$ cat src/rtl/udma_external_per_endpoint.sv
// udma_external_per_endpoint
//   Peripheral-domain endpoint of the uDMA external-peripheral channel.
//   Takes words from the bridge TX stream, transforms them according to the
//   latched mode (pass, invert, byte-reverse, accumulate), and returns the
//   results on the RX stream through a small output FIFO.
// Ports:
//   clk_i, rst_i            single clock, synchronous active-high reset
//   setup_i[31:0]           [0] enable, [2:1] mode, [31:16] frame length
//   status_o[31:0]          [15:0] count, [16] busy, [17] done, [18] abort,
//                           [21:19] FIFO level
//   tx_valid_i/tx_ready_o/tx_data_i   inbound stream
//   rx_valid_o/rx_ready_i/rx_data_o   outbound stream
module udma_external_per_endpoint #(
  parameter int unsigned DATA_WIDTH = 32,
  parameter int unsigned FIFO_DEPTH = 4,
  parameter int unsigned CNT_WIDTH  = 16
) (
  input  logic                  clk_i,
  input  logic                  rst_i,
  input  logic [31:0]           setup_i,
  output logic [31:0]           status_o,
  input  logic                  tx_valid_i,
  output logic                  tx_ready_o,
  input  logic [DATA_WIDTH-1:0] tx_data_i,
  output logic                  rx_valid_o,
  input  logic                  rx_ready_i,
  output logic [DATA_WIDTH-1:0] rx_data_o
);

  localparam int unsigned PW = (FIFO_DEPTH > 1) ? $clog2(FIFO_DEPTH) : 1;
  localparam int unsigned LW = $clog2(FIFO_DEPTH + 1);
  localparam logic [PW-1:0]        PTR_ONE  = PW'(1);
  localparam logic [LW-1:0]        LVL_ONE  = LW'(1);
  localparam logic [LW-1:0]        LVL_FULL = LW'(FIFO_DEPTH);
  localparam logic [CNT_WIDTH-1:0] CNT_ONE  = CNT_WIDTH'(1);

  typedef enum logic [2:0] {
    ST_IDLE,
    ST_RUN,
    ST_FLUSH,
    ST_DRAIN,
    ST_DONE
  } state_t;

  state_t                 state_q, state_d;
  logic [1:0]             mode_q;
  logic [CNT_WIDTH-1:0]   len_q, cnt_q;
  logic [DATA_WIDTH-1:0]  acc_q;
  logic                   done_q, abort_q;

  logic [DATA_WIDTH-1:0]  mem [FIFO_DEPTH];
  logic [PW-1:0]          wr_q, rd_q;
  logic [LW-1:0]          level_q;

  logic                   en;
  logic                   accept, push, pop, abort_now, busy;
  logic [DATA_WIDTH-1:0]  push_data;

  function automatic logic [DATA_WIDTH-1:0] xform(input logic [1:0] m,
                                                  input logic [DATA_WIDTH-1:0] d);
    logic [DATA_WIDTH-1:0] r;
    r = d;
    case (m)
      2'd1: r = ~d;
      2'd2: for (int unsigned b = 0; b < DATA_WIDTH / 8; b++)
              r[8*b +: 8] = d[DATA_WIDTH-8-8*b +: 8];
      default: r = d;
    endcase
    return r;
  endfunction

  assign en         = setup_i[0];
  assign rx_valid_o = (level_q != '0);
  assign rx_data_o  = rx_valid_o ? mem[rd_q] : '0;
  assign pop        = rx_valid_o && rx_ready_i;
  assign busy       = (state_q == ST_RUN) || (state_q == ST_FLUSH) || (state_q == ST_DRAIN);

  always_comb begin
    state_d    = state_q;
    tx_ready_o = 1'b0;
    accept     = 1'b0;
    push       = 1'b0;
    push_data  = xform(mode_q, tx_data_i);
    abort_now  = 1'b0;
    case (state_q)
      ST_IDLE: if (en) state_d = ST_RUN;
      ST_RUN: begin
        // Full FIFO blocks input even if a pop happens this cycle.
        tx_ready_o = ((len_q == '0) || (cnt_q < len_q)) &&
                     ((mode_q == 2'd3) || (level_q < LVL_FULL));
        accept     = tx_valid_i && tx_ready_o;
        if (!en) begin
          state_d   = ST_IDLE;
          abort_now = 1'b1;
        end else if (accept) begin
          push = (mode_q != 2'd3);
          if ((len_q != '0) && (cnt_q + CNT_ONE == len_q))
            state_d = (mode_q == 2'd3) ? ST_FLUSH : ST_DRAIN;
        end
      end
      ST_FLUSH: begin
        if (!en) begin
          state_d   = ST_IDLE;
          abort_now = 1'b1;
        end else begin
          push      = 1'b1;
          push_data = acc_q;
          state_d   = ST_DRAIN;
        end
      end
      ST_DRAIN: begin
        if (!en) begin
          state_d   = ST_IDLE;
          abort_now = 1'b1;
        end else if (level_q == '0) begin
          state_d = ST_DONE;
        end
      end
      ST_DONE: if (!en) state_d = ST_IDLE;
      default: state_d = ST_IDLE;
    endcase
  end

  always_comb begin
    status_o        = '0;
    status_o[15:0]  = 16'(cnt_q);
    status_o[16]    = busy;
    status_o[17]    = done_q;
    status_o[18]    = abort_q;
    status_o[21:19] = 3'(level_q);
  end

  always_ff @(posedge clk_i) begin
    if (!rst_i && !abort_now && push) mem[wr_q] <= push_data;
  end

  always_ff @(posedge clk_i) begin
    if (rst_i) begin
      state_q <= ST_IDLE;
      mode_q  <= '0;
      len_q   <= '0;
      cnt_q   <= '0;
      acc_q   <= '0;
      done_q  <= 1'b0;
      abort_q <= 1'b0;
      wr_q    <= '0;
      rd_q    <= '0;
      level_q <= '0;
    end else begin
      state_q <= state_d;
      if (state_q == ST_IDLE && en) begin
        mode_q  <= setup_i[2:1];
        len_q   <= setup_i[16 +: CNT_WIDTH];
        cnt_q   <= '0;
        acc_q   <= '0;
        done_q  <= 1'b0;
        abort_q <= 1'b0;
      end
      if (accept) begin
        if (cnt_q != '1) cnt_q <= cnt_q + CNT_ONE;
        acc_q <= acc_q + tx_data_i;
      end
      if (abort_now) begin
        abort_q <= 1'b1;
        wr_q    <= '0;
        rd_q    <= '0;
        level_q <= '0;
      end else begin
        if (push) wr_q <= wr_q + PTR_ONE;
        if (pop)  rd_q <= rd_q + PTR_ONE;
        if (push && !pop)      level_q <= level_q + LVL_ONE;
        else if (pop && !push) level_q <= level_q - LVL_ONE;
      end
      if (state_q == ST_DRAIN && state_d == ST_DONE) done_q <= 1'b1;
    end
  end

endmodule

$ cat config.mk
export PLATFORM = sky130hd
export DESIGN_NAME = udma_external_per_endpoint
export DESIGN_NICKNAME = d
export VERILOG_FILES = /design/src/rtl/udma_external_per_endpoint.sv
export SDC_FILE = /design/constraint.sdc
export NUM_CORES = 1
export LEC_CHECK = 0
export CAP_MARGIN = 10
export CORE_ASPECT_RATIO = 0.9
export CORE_MARGIN = 2
export CORE_UTILIZATION = 31
export DETAILED_ROUTE_END_ITERATION = 7
export HOLD_SLACK_MARGIN = 0.06
export PLACE_DENSITY_LB_ADDON = 0.2
export SYNTH_ARGS = -nofsm -noshare
export SYNTH_HDL_FRONTEND = slang
export SYNTH_SLANG_ARGS = --single-unit
$ cat constraint.sdc
create_clock -name clk_i -period 5.2 [get_ports clk_i]
set_input_delay 1.04 -clock clk_i [delete_from_list [all_inputs] [get_ports clk_i]]
set_output_delay 1.04 -clock clk_i [all_outputs]
set_load 0.05 [all_outputs]
==> impl_metrics.tcl, run 1 <==
set metrics [dict create \
    outcome "finished, final reports clean" \
    cts_resized 0 \
    synth_seq_cells 208 \
    drc 0 \
    ant_nets 0 \
    cts_sinks 208 \
    via_per_inst 5.04 \
    grt_pass1_wl_um 46400 \
    top_usage_layer "met2" \
    drt_wl_total_um 29700 \
    r2r_start "cnt_q[1]" \
    die-area_mm2 0.0384 \
    vias 8343 \
    intPower_w 0.00358 \
    crit_path_cell_trace "ha_1 > a21o_1 > a21o_1 > a21o_1 > a21oi_1 > o21ai_0 > o221a_2 > a2111oi_1 > clkdlybuf4s50_1" \
    synth_common_cells "edfxtp_1, a21oi_1, nand2_1" \
    crit_family "compound AO/OA/AOI/OAI gates" \
    worstMarginPinSlew_ns 1.16 \
    async_flop_share 0 \
    fmaxAchievable_mhz 208 \
    ys.flop_type "edfxtp_1" \
    hold_viol 0 \
    drtIter0Drc 475 \
    hp-start "abort_q" \
    routabilityCongestion 0.847 \
    synth.distinct_cells 61 \
    r2r.worst_path.cells 10 \
    start_kind "flip-flop" \
    comb_power_share 0.358 \
    maxSlewHeadroom 0.227 \
    core_mm2 0.0363 \
    clock_latency_ns 0.53 \
    ys_top_cells_by_area "edfxtp_1, dfxtp_1, mux4_2" \
    grtUsageMet1 0.229 \
    post-cts-setup-buffers 0 \
    critPathBufInv 1 \
    first_global_vias 7961 \
    fin_cells 1654 \
    setup.worst_path.class "reg2out" \
    cts_tree "built" \
    syn-instance-count 1068 \
    hold_class "reg2reg" \
    start_util 0.315 \
    cts_root_buffer "clkbuf_16" \
    synth_top_area_share 0.337 \
    rrSetupSlack_ns 1.59 \
    synth_area_mm2 0.0114 \
    yosysTopAreaCell "edfxtp_1" \
    crit_required_ns 4.16 \
    ys_warn_count 0 \
    detail_route.wl_per_cell_um 18.0 \
    antenna-diode-count 0 \
    layout-drive-gt1-share 0.118 \
    cts_hold_buf 0 \
    row_count 66 \
    setup_tns_ns 0 \
    rsz0062_at_grt "no" \
    dieWidth_um 206 \
    seq_power_share 0.341 \
    fin_crit_sh 0.925 \
    power.switching_w 0.00204 \
    io_pins 134 \
    grt_overflow 0 \
    r2r-end "cnt_q[9]" \
    end_kind "primary output" \
    die_y_um 186 \
    critPathMaxFanout 10 \
    clk_pin_slew_ns 0.06 \
    setup_viol 0 \
    max_stage_delay_ns 0.89 \
    leakagePower_nw 4.99 \
    cap_violations 0 \
    post-place-ws_ns 0.883 \
    clockBufferDepth 3 \
    antenna_found_initial 0 \
    pwr-share-clk 0.301 \
    min_period_ns 4.81 \
    post-synth-top-count-cell "edfxtp_1" \
    use_met2 0.245 \
    power_density_mw_per_mm2 409 \
    crit_top_cell "a21o_1" \
    hpwl_um 20300 \
    area_delta_synth_final_pct 20.3 \
    slowest_stage "clkdlybuf4s50_1" \
    clock_skew_ns 0.0132 \
    grt_max_degree 65 \
    hold_path_depth 2 \
    arrival_ns 3.77 \
    swShare 0.363 \
    drv_slew 0 \
    whs_endpoint "abort_q" \
    synth_edf_count 128 \
    dpl.cell_count 1610 \
    ir_drop_uv 216 \
    ctsHtreeMaxLevel 1 \
    fin_nets 1286 \
    met3_usage 0.0215 \
    finalWorstSetupSlack_ns 0.388 \
    syn_area_per_cell_um2 10.7 \
    cts_buffers 24 \
    ys_seq_area_frac 0.477 \
    dr.pass1.iters 5 \
    io_buffers 110 \
    grt.total_usage 0.156 \
]
==> cells by family after synthesis <==
kind of cell    count (synthesis)  share of synthesized area
compound gates                262                      0.143
flops                         208                      0.477
buf+inv                       135                     0.0506
xor+xnor                       55                     0.0422
simple gates                  283                      0.126
other cells                     1                   0.000329
fa+ha+maj                      58                     0.0649
mux                            66                     0.0965
==> state kept, by name, indices dropped and copies added (netlist names), named ones only <==
signal and count:
abort_q 1, mode_q 2, state_q 3, cnt_q 16, mem 128, rd_q 2
acc_q 32, len_q 16, wr_q 2, level_q 3, done_q 1
==> routing by layer <==
metal,share of wire,vias to the layer above
met5,0,-
met2,0.44,163
li1,-,4092
met3,0.043,29
met1,0.50,4059
met4,0.015,0
==> placed cells by master (no fill, tap or decap), drive strengths merged, types with 3 or more instances in the layout <==
cell / n
edfxtp: 128
a21oi: 125
clkdlybuf4s50: 109
nand2: 82
dfxtp: 80
inv: 66
ha: 56
nor2: 49
nand3: 45
and2: 38
o21ai: 37
a221oi: 33
xnor2: 33
mux2: 32
mux4: 32
clkbuf: 28
xor2: 22
buf: 17
and3: 16
a21o: 12
nor3: 11
conb: 10
clkinv: 10
nor2b: 7
or3b: 7
a22o: 7
or3: 7
a31oi: 6
a211oi: 5
nand2b: 5
o21bai: 5
o21a: 4
o211ai: 4
nor4: 4
nand4: 4
o22ai: 4
and4: 3
clkinvlp: 3
bufinv: 3
==> through the flow <==
step,utilization,hold slack [ns],total power (W),area [µm²]
detailed placement,0.357,0.478,0.00399,12900
global placement,0.357,0.466,0.00398,12900
CTS,0.379,0.486,0.00570,13700
floorplan,-,0.450,0.00333,11400
finish,0.379,0.482,0.00562,13700
global route,0.379,0.502,0.00591,13700
==> layout make-up <==
cell class,count,area (µm²)
tap,476,596
inverter,66,248
timing repair buffer,126,1220
fill,3577,22500
clock inverter,16,171
clock buffer,28,616
multi-input combinational,734,5440
sequential,208,5450
==> worst max path at each step <==
stage,start,end,slack [ns],cells after the start
5_1_grt,cnt_q[9],tx_ready_o,0.17,9
6_report,cnt_q[9],tx_ready_o,0.39,9
3_5_place_dp,len_q[1],tx_ready_o,0.88,10
2_1_floorplan,cnt_q[1],tx_ready_o,0.38,8
4_1_cts,len_q[1],tx_ready_o,0.29,10
3_3_place_gp,tx_data_i[0],acc_q[20],0.90,12
==> power by group through the flow <==
stage                     clock, W  combinational [W]  sequential, W
final                      0.00169            0.00201        0.00191
after global routing       0.00181            0.00217        0.00193
after CTS                  0.00174            0.00204        0.00192
after detailed placement         0            0.00204        0.00195
after global placement           0            0.00202        0.00195
after floorplan                  0            0.00140        0.00194
==> worst reg2reg max path, stage by stage (launching register included) <==
cell,delay (ns)
dfxtp_1,0.44
ha_1,0.32
and3_1,0.21
and3_1,0.25
and3_1,0.30
nand2_1,0.08
nor2_1,0.29
nand3_1,0.29
a21oi_1,0.96
o21ai_0,0.24
a21oi_1,0.16
Power figures use the tool's default switching activity.
==> inputs of run 2 (changes only) <==
==> constraint.sdc (replaced) <==
create_clock -name clk_i -period 5.9 [get_ports clk_i]
set_input_delay 1.18 -clock clk_i [delete_from_list [all_inputs] [get_ports clk_i]]
set_output_delay 1.18 -clock clk_i [all_outputs]
set_load 0.05 [all_outputs]
==> impl_metrics.tcl, run 2 (synthesis gave the netlist of run 1 again) <==
set metrics [dict create \
    grt_max_degree 65 \
    clock_skew_ns 0.0129 \
    max_stage_delay_ns 0.91 \
    clk_pin_slew_ns 0.06 \
    outcome "finished, final reports clean" \
    comb_power_share 0.349 \
    layout-drive-gt1-share 0.120 \
    slowest_stage "clkdlybuf4s50_1" \
    die-area_mm2 0.0384 \
    rsz0062_at_grt "no" \
    first_global_vias 8097 \
    pwr-share-clk 0.318 \
    crit_top_cell "a21o_1" \
    n_fill_cell 3570 \
    detail_route.wl_per_cell_um 18.2 \
    fin_crit_sh 0.858 \
    hold_viol 0 \
    drt_wl_total_um 30200 \
    grt.total_usage 0.158 \
    ant_nets 0 \
    cts_resized 0 \
    clockBufferDepth 3 \
    setup.worst_path.class "reg2out" \
    seq_area_mm2 0.00545 \
    hold_class "reg2reg" \
    critPathBufInv 1 \
    cts_hold_buf 0 \
    min_period_ns 5.06 \
    cts_tree "built" \
    die_y_um 186 \
    crit_family "compound AO/OA/AOI/OAI gates" \
    core_mm2 0.0363 \
    maxSlewHeadroom 0.229 \
    worstMarginPinSlew_ns 1.16 \
    row_count 66 \
    fmaxAchievable_mhz 198 \
    end_kind "primary output" \
    multi_input_area_mm2 0.00544 \
    post-route-util 0.381 \
    setup_tns_ns 0 \
    grt_overflow 0 \
    grt_pass1_wl_um 47000 \
    dr.pass1.iters 5 \
    layout_common_cells "edfxtp_1, a21oi_1, clkdlybuf4s50_1" \
    cts_buffers 25 \
    ctsHtreeMaxLevel 1 \
    power_density_mw_per_mm2 367 \
    fin_area_mm2 0.0138 \
    largest_reg_flops 128 \
    seq_power_share 0.332 \
    cts_root_buffer "clkbuf_16" \
    cts_sinks 208 \
    antenna_found_initial 1 \
    crit_path_cell_trace "ha_1 > a21o_1 > a21o_1 > a21o_1 > a21oi_1 > o21ai_0 > o221a_2 > a2111oi_0 > clkdlybuf4s50_1" \
    via_per_inst 5.05 \
    drtIter0Drc 538 \
    cap_violations 0 \
    swShare 0.358 \
    setup_viol 0 \
    io_pins 134 \
    intPower_w 0.00325 \
    arrival_ns 3.88 \
    crit_required_ns 4.72 \
    drv_slew 0 \
    hpwl_um 20400 \
    drc 0 \
    area_delta_synth_final_pct 21.0 \
    start_util 0.315 \
    leakagePower_nw 5.03 \
    post-cts-setup-buffers 0 \
    clock_latency_ns 0.52 \
    ir_drop_uv 182 \
    critPathMaxFanout 10 \
    fin_nets 1286 \
    io_buffers 110 \
    vias 8368 \
    placedInstanceArea_mm2 0.0129 \
    power.switching_w 0.00181 \
    layout.cells.most_common "edfxtp_1" \
    routabilityCongestion 0.858 \
    top_register "mem" \
    start_kind "flip-flop" \
    dieWidth_um 206 \
    reg_top3 "mem x128, acc_q x32" \
]
-- run 2: final timing paths --
path	start	endpoint	slack [ns]	cells after the start
max	cnt_q[9]	tx_ready_o	0.84	9
min	abort_q	abort_q	0.47	2
max reg2reg	cnt_q[9]	level_q[2]	2.35	15
min reg2reg	abort_q	abort_q	0.47	2
-- run 2: routing by layer --
metal,GRT usage,up-vias,part of all wire
li1,-,4108,-
met1,0.228,4053,0.49
met2,0.252,177,0.44
met3,0.0224,30,0.046
met4,0.0351,0,0.017
met5,0,-,0
-- run 2: power groups by stage --
stage / clock network, W / logic, W / registers, W
global route: 0.00172 / 0.00191 / 0.00170
finish: 0.00161 / 0.00177 / 0.00168
floorplan: 0 / 0.00123 / 0.00171
CTS: 0.00166 / 0.00180 / 0.00169
detailed placement: 0 / 0.00179 / 0.00172
global placement: 0 / 0.00178 / 0.00172
-- run 2: layout make-up --
type / count / area share
sequential: 208 / 0.395
multi-input combinational: 734 / 0.394
timing repair buffer: 125 / 0.0875
clock buffer: 26 / 0.0456
tap: 476 / 0.0431
inverter: 66 / 0.0179
clock inverter: 20 / 0.0170
antenna: 1 / 0.000181
-- run 2: worst reg2reg max path: stages, from the launching register on --
cell and delay, ns:
dfxtp_1 0.53, ha_1 0.31, a21o_1 0.16, a21o_1 0.18, a21o_1 0.18, a21oi_1 0.14
o21ai_0 0.11, o221a_2 0.30, nor2_2 0.13, a31o_2 0.23, ha_1 0.20, inv_1 0.06
fa_1 0.37, xor2_1 0.17, or3_1 0.30, a21oi_1 0.13
-- run 2: metrics by stage --
| stage | hold WS, ns | total power [W] | instances | worst slack, ns |
|---|---|---|---|---|
| after floorplan | 0.450 | 0.00294 | 1077 | 0.279 |
| after CTS | 0.474 | 0.00514 | 1655 | 0.753 |
| after global placement | 0.465 | 0.00350 | 1609 | 1.43 |
| final | 0.472 | 0.00507 | 1656 | 0.838 |
| after detailed placement | 0.465 | 0.00351 | 1609 | 1.33 |
| after global routing | 0.505 | 0.00532 | 1655 | 0.597 |
==> inputs of run 3 (changes only) <==
--- a/config.mk
+++ b/config.mk
@@ -7,7 +7,7 @@
 export LEC_CHECK = 0
 export CAP_MARGIN = 10
 export CORE_ASPECT_RATIO = 0.9
-export CORE_MARGIN = 2
+export CORE_MARGIN = 3
 export CORE_UTILIZATION = 31
 export DETAILED_ROUTE_END_ITERATION = 7
 export HOLD_SLACK_MARGIN = 0.06
==> impl_metrics.tcl, run 3 (synthesis gave the netlist of run 1 again) <==
set metrics [dict create \
    ir_drop_uv 233 \
    hpwl_um 20300 \
    drc 0 \
    area_delta_synth_final_pct 21.4 \
    dieWidth_um 208 \
    io_pins 134 \
    fin_area_mm2 0.0139 \
    cts_resized 0 \
    antenna_found_initial 1 \
    reg_top3 "mem x128, acc_q x32" \
    dr.pass1.iters 5 \
    hold_viol 0 \
    maxSlewHeadroom 0.229 \
    fin_nets 1286 \
    die-area_mm2 0.0392 \
    cts_hold_buf 0 \
    layout.cells.most_common "edfxtp_1" \
    layout-drive-gt1-share 0.119 \
    crit_required_ns 4.72 \
    outcome "finished, final reports clean" \
    grt_overflow 0 \
    drtIter0Drc 483 \
    start_kind "flip-flop" \
    leakagePower_nw 5.05 \
    largest_reg_flops 128 \
    drv_slew 0 \
    clock_skew_ns 0.0258 \
    ant_nets 0 \
    via_per_inst 5.04 \
    grt.total_usage 0.153 \
    cts_buffers 25 \
    fin_cells 1656 \
    detail_route.wl_per_cell_um 18.1 \
    fin_crit_sh 0.846 \
    post-cts-setup-buffers 0 \
    routabilityCongestion 0.824 \
    row_count 66 \
    setup_tns_ns 0 \
    core_mm2 0.0363 \
    cts_sinks 208 \
    drt_wl_total_um 30000 \
    fmaxAchievable_mhz 200 \
    grt_pass1_wl_um 48100 \
    clock_latency_ns 0.53 \
    first_global_vias 8446 \
    start_util 0.315 \
    rsz0062_at_grt "no" \
    ctsHtreeMaxLevel 1 \
    worstMarginPinSlew_ns 1.16 \
    clk_pin_slew_ns 0.06 \
    vias 8353 \
    setup.worst_path.class "reg2out" \
    top_register "mem" \
    arrival_ns 3.81 \
    critPathMaxFanout 10 \
    cts_tree "built" \
    hold_class "reg2reg" \
    placedInstanceArea_mm2 0.0129 \
    cap_violations 0 \
    layout_common_cells "edfxtp_1, a21oi_1, clkdlybuf4s50_1" \
    die_y_um 188 \
    cts_root_buffer "clkbuf_16" \
    power_density_mw_per_mm2 371 \
    io_buffers 110 \
    grt_max_degree 65 \
    clockBufferDepth 3 \
    dpl.cell_count 1609 \
    min_period_ns 4.99 \
    end_kind "primary output" \
    setup_viol 0 \
]
-- run 3: path summary, 6_finish.rpt --
| path | slack (ns) | endpoint | from | depth (start not counted) |
|---|---|---|---|---|
| setup / recovery | 0.91 | tx_ready_o | cnt_q[9] | 9 |
| hold / removal | 0.48 | abort_q | abort_q | 2 |
| setup reg to reg | 2.29 | cnt_q[9] | cnt_q[0] | 10 |
| hold reg to reg | 0.48 | abort_q | abort_q | 2 |
-- run 3: power by group --
group	switching [W]	internal, W	leakage [nW]
clock network	0.000606	0.00108	0.444
registers	0.0000927	0.00161	1.80
logic	0.00110	0.000649	2.80
-- run 3: final cells by class --
cell class / count / area [µm²]
antenna: 1 / 2.50
clock buffer: 28 / 637
clock inverter: 18 / 275
fill: 3582 / 22400
inverter: 66 / 248
multi-input combinational: 734 / 5440
sequential: 208 / 5450
tap: 476 / 596
timing repair buffer: 125 / 1210
-- run 3: metal layers --
metal	up-vias	global-route usage	routed length (µm)
li1	4105	-	-
met1	4055	0.221	14700
met2	160	0.244	13400
met3	33	0.0226	1260
met4	0	0.0329	628
met5	-	0	0
-- run 3: worst max-delay path: stages, from the launching register on --
cell             delay [ns]
dfxtp_1                0.53
ha_1                   0.31
a21o_1                 0.16
a21o_1                 0.18
a21o_1                 0.17
a21oi_1                0.13
o21ai_0                0.11
o221a_2                0.30
a2111oi_0              0.52
clkdlybuf4s50_1        0.90
-- run 3: metrics by stage --
step	hold WS [ns]	util	setup slack [ns]	power (W)
finish	0.481	0.382	0.908	0.00514
global route	0.507	0.382	0.622	0.00539
CTS	0.483	0.382	0.802	0.00523
detailed placement	0.474	0.357	1.38	0.00351
global placement	0.468	0.357	1.42	0.00350
floorplan	0.450	-	0.279	0.00294
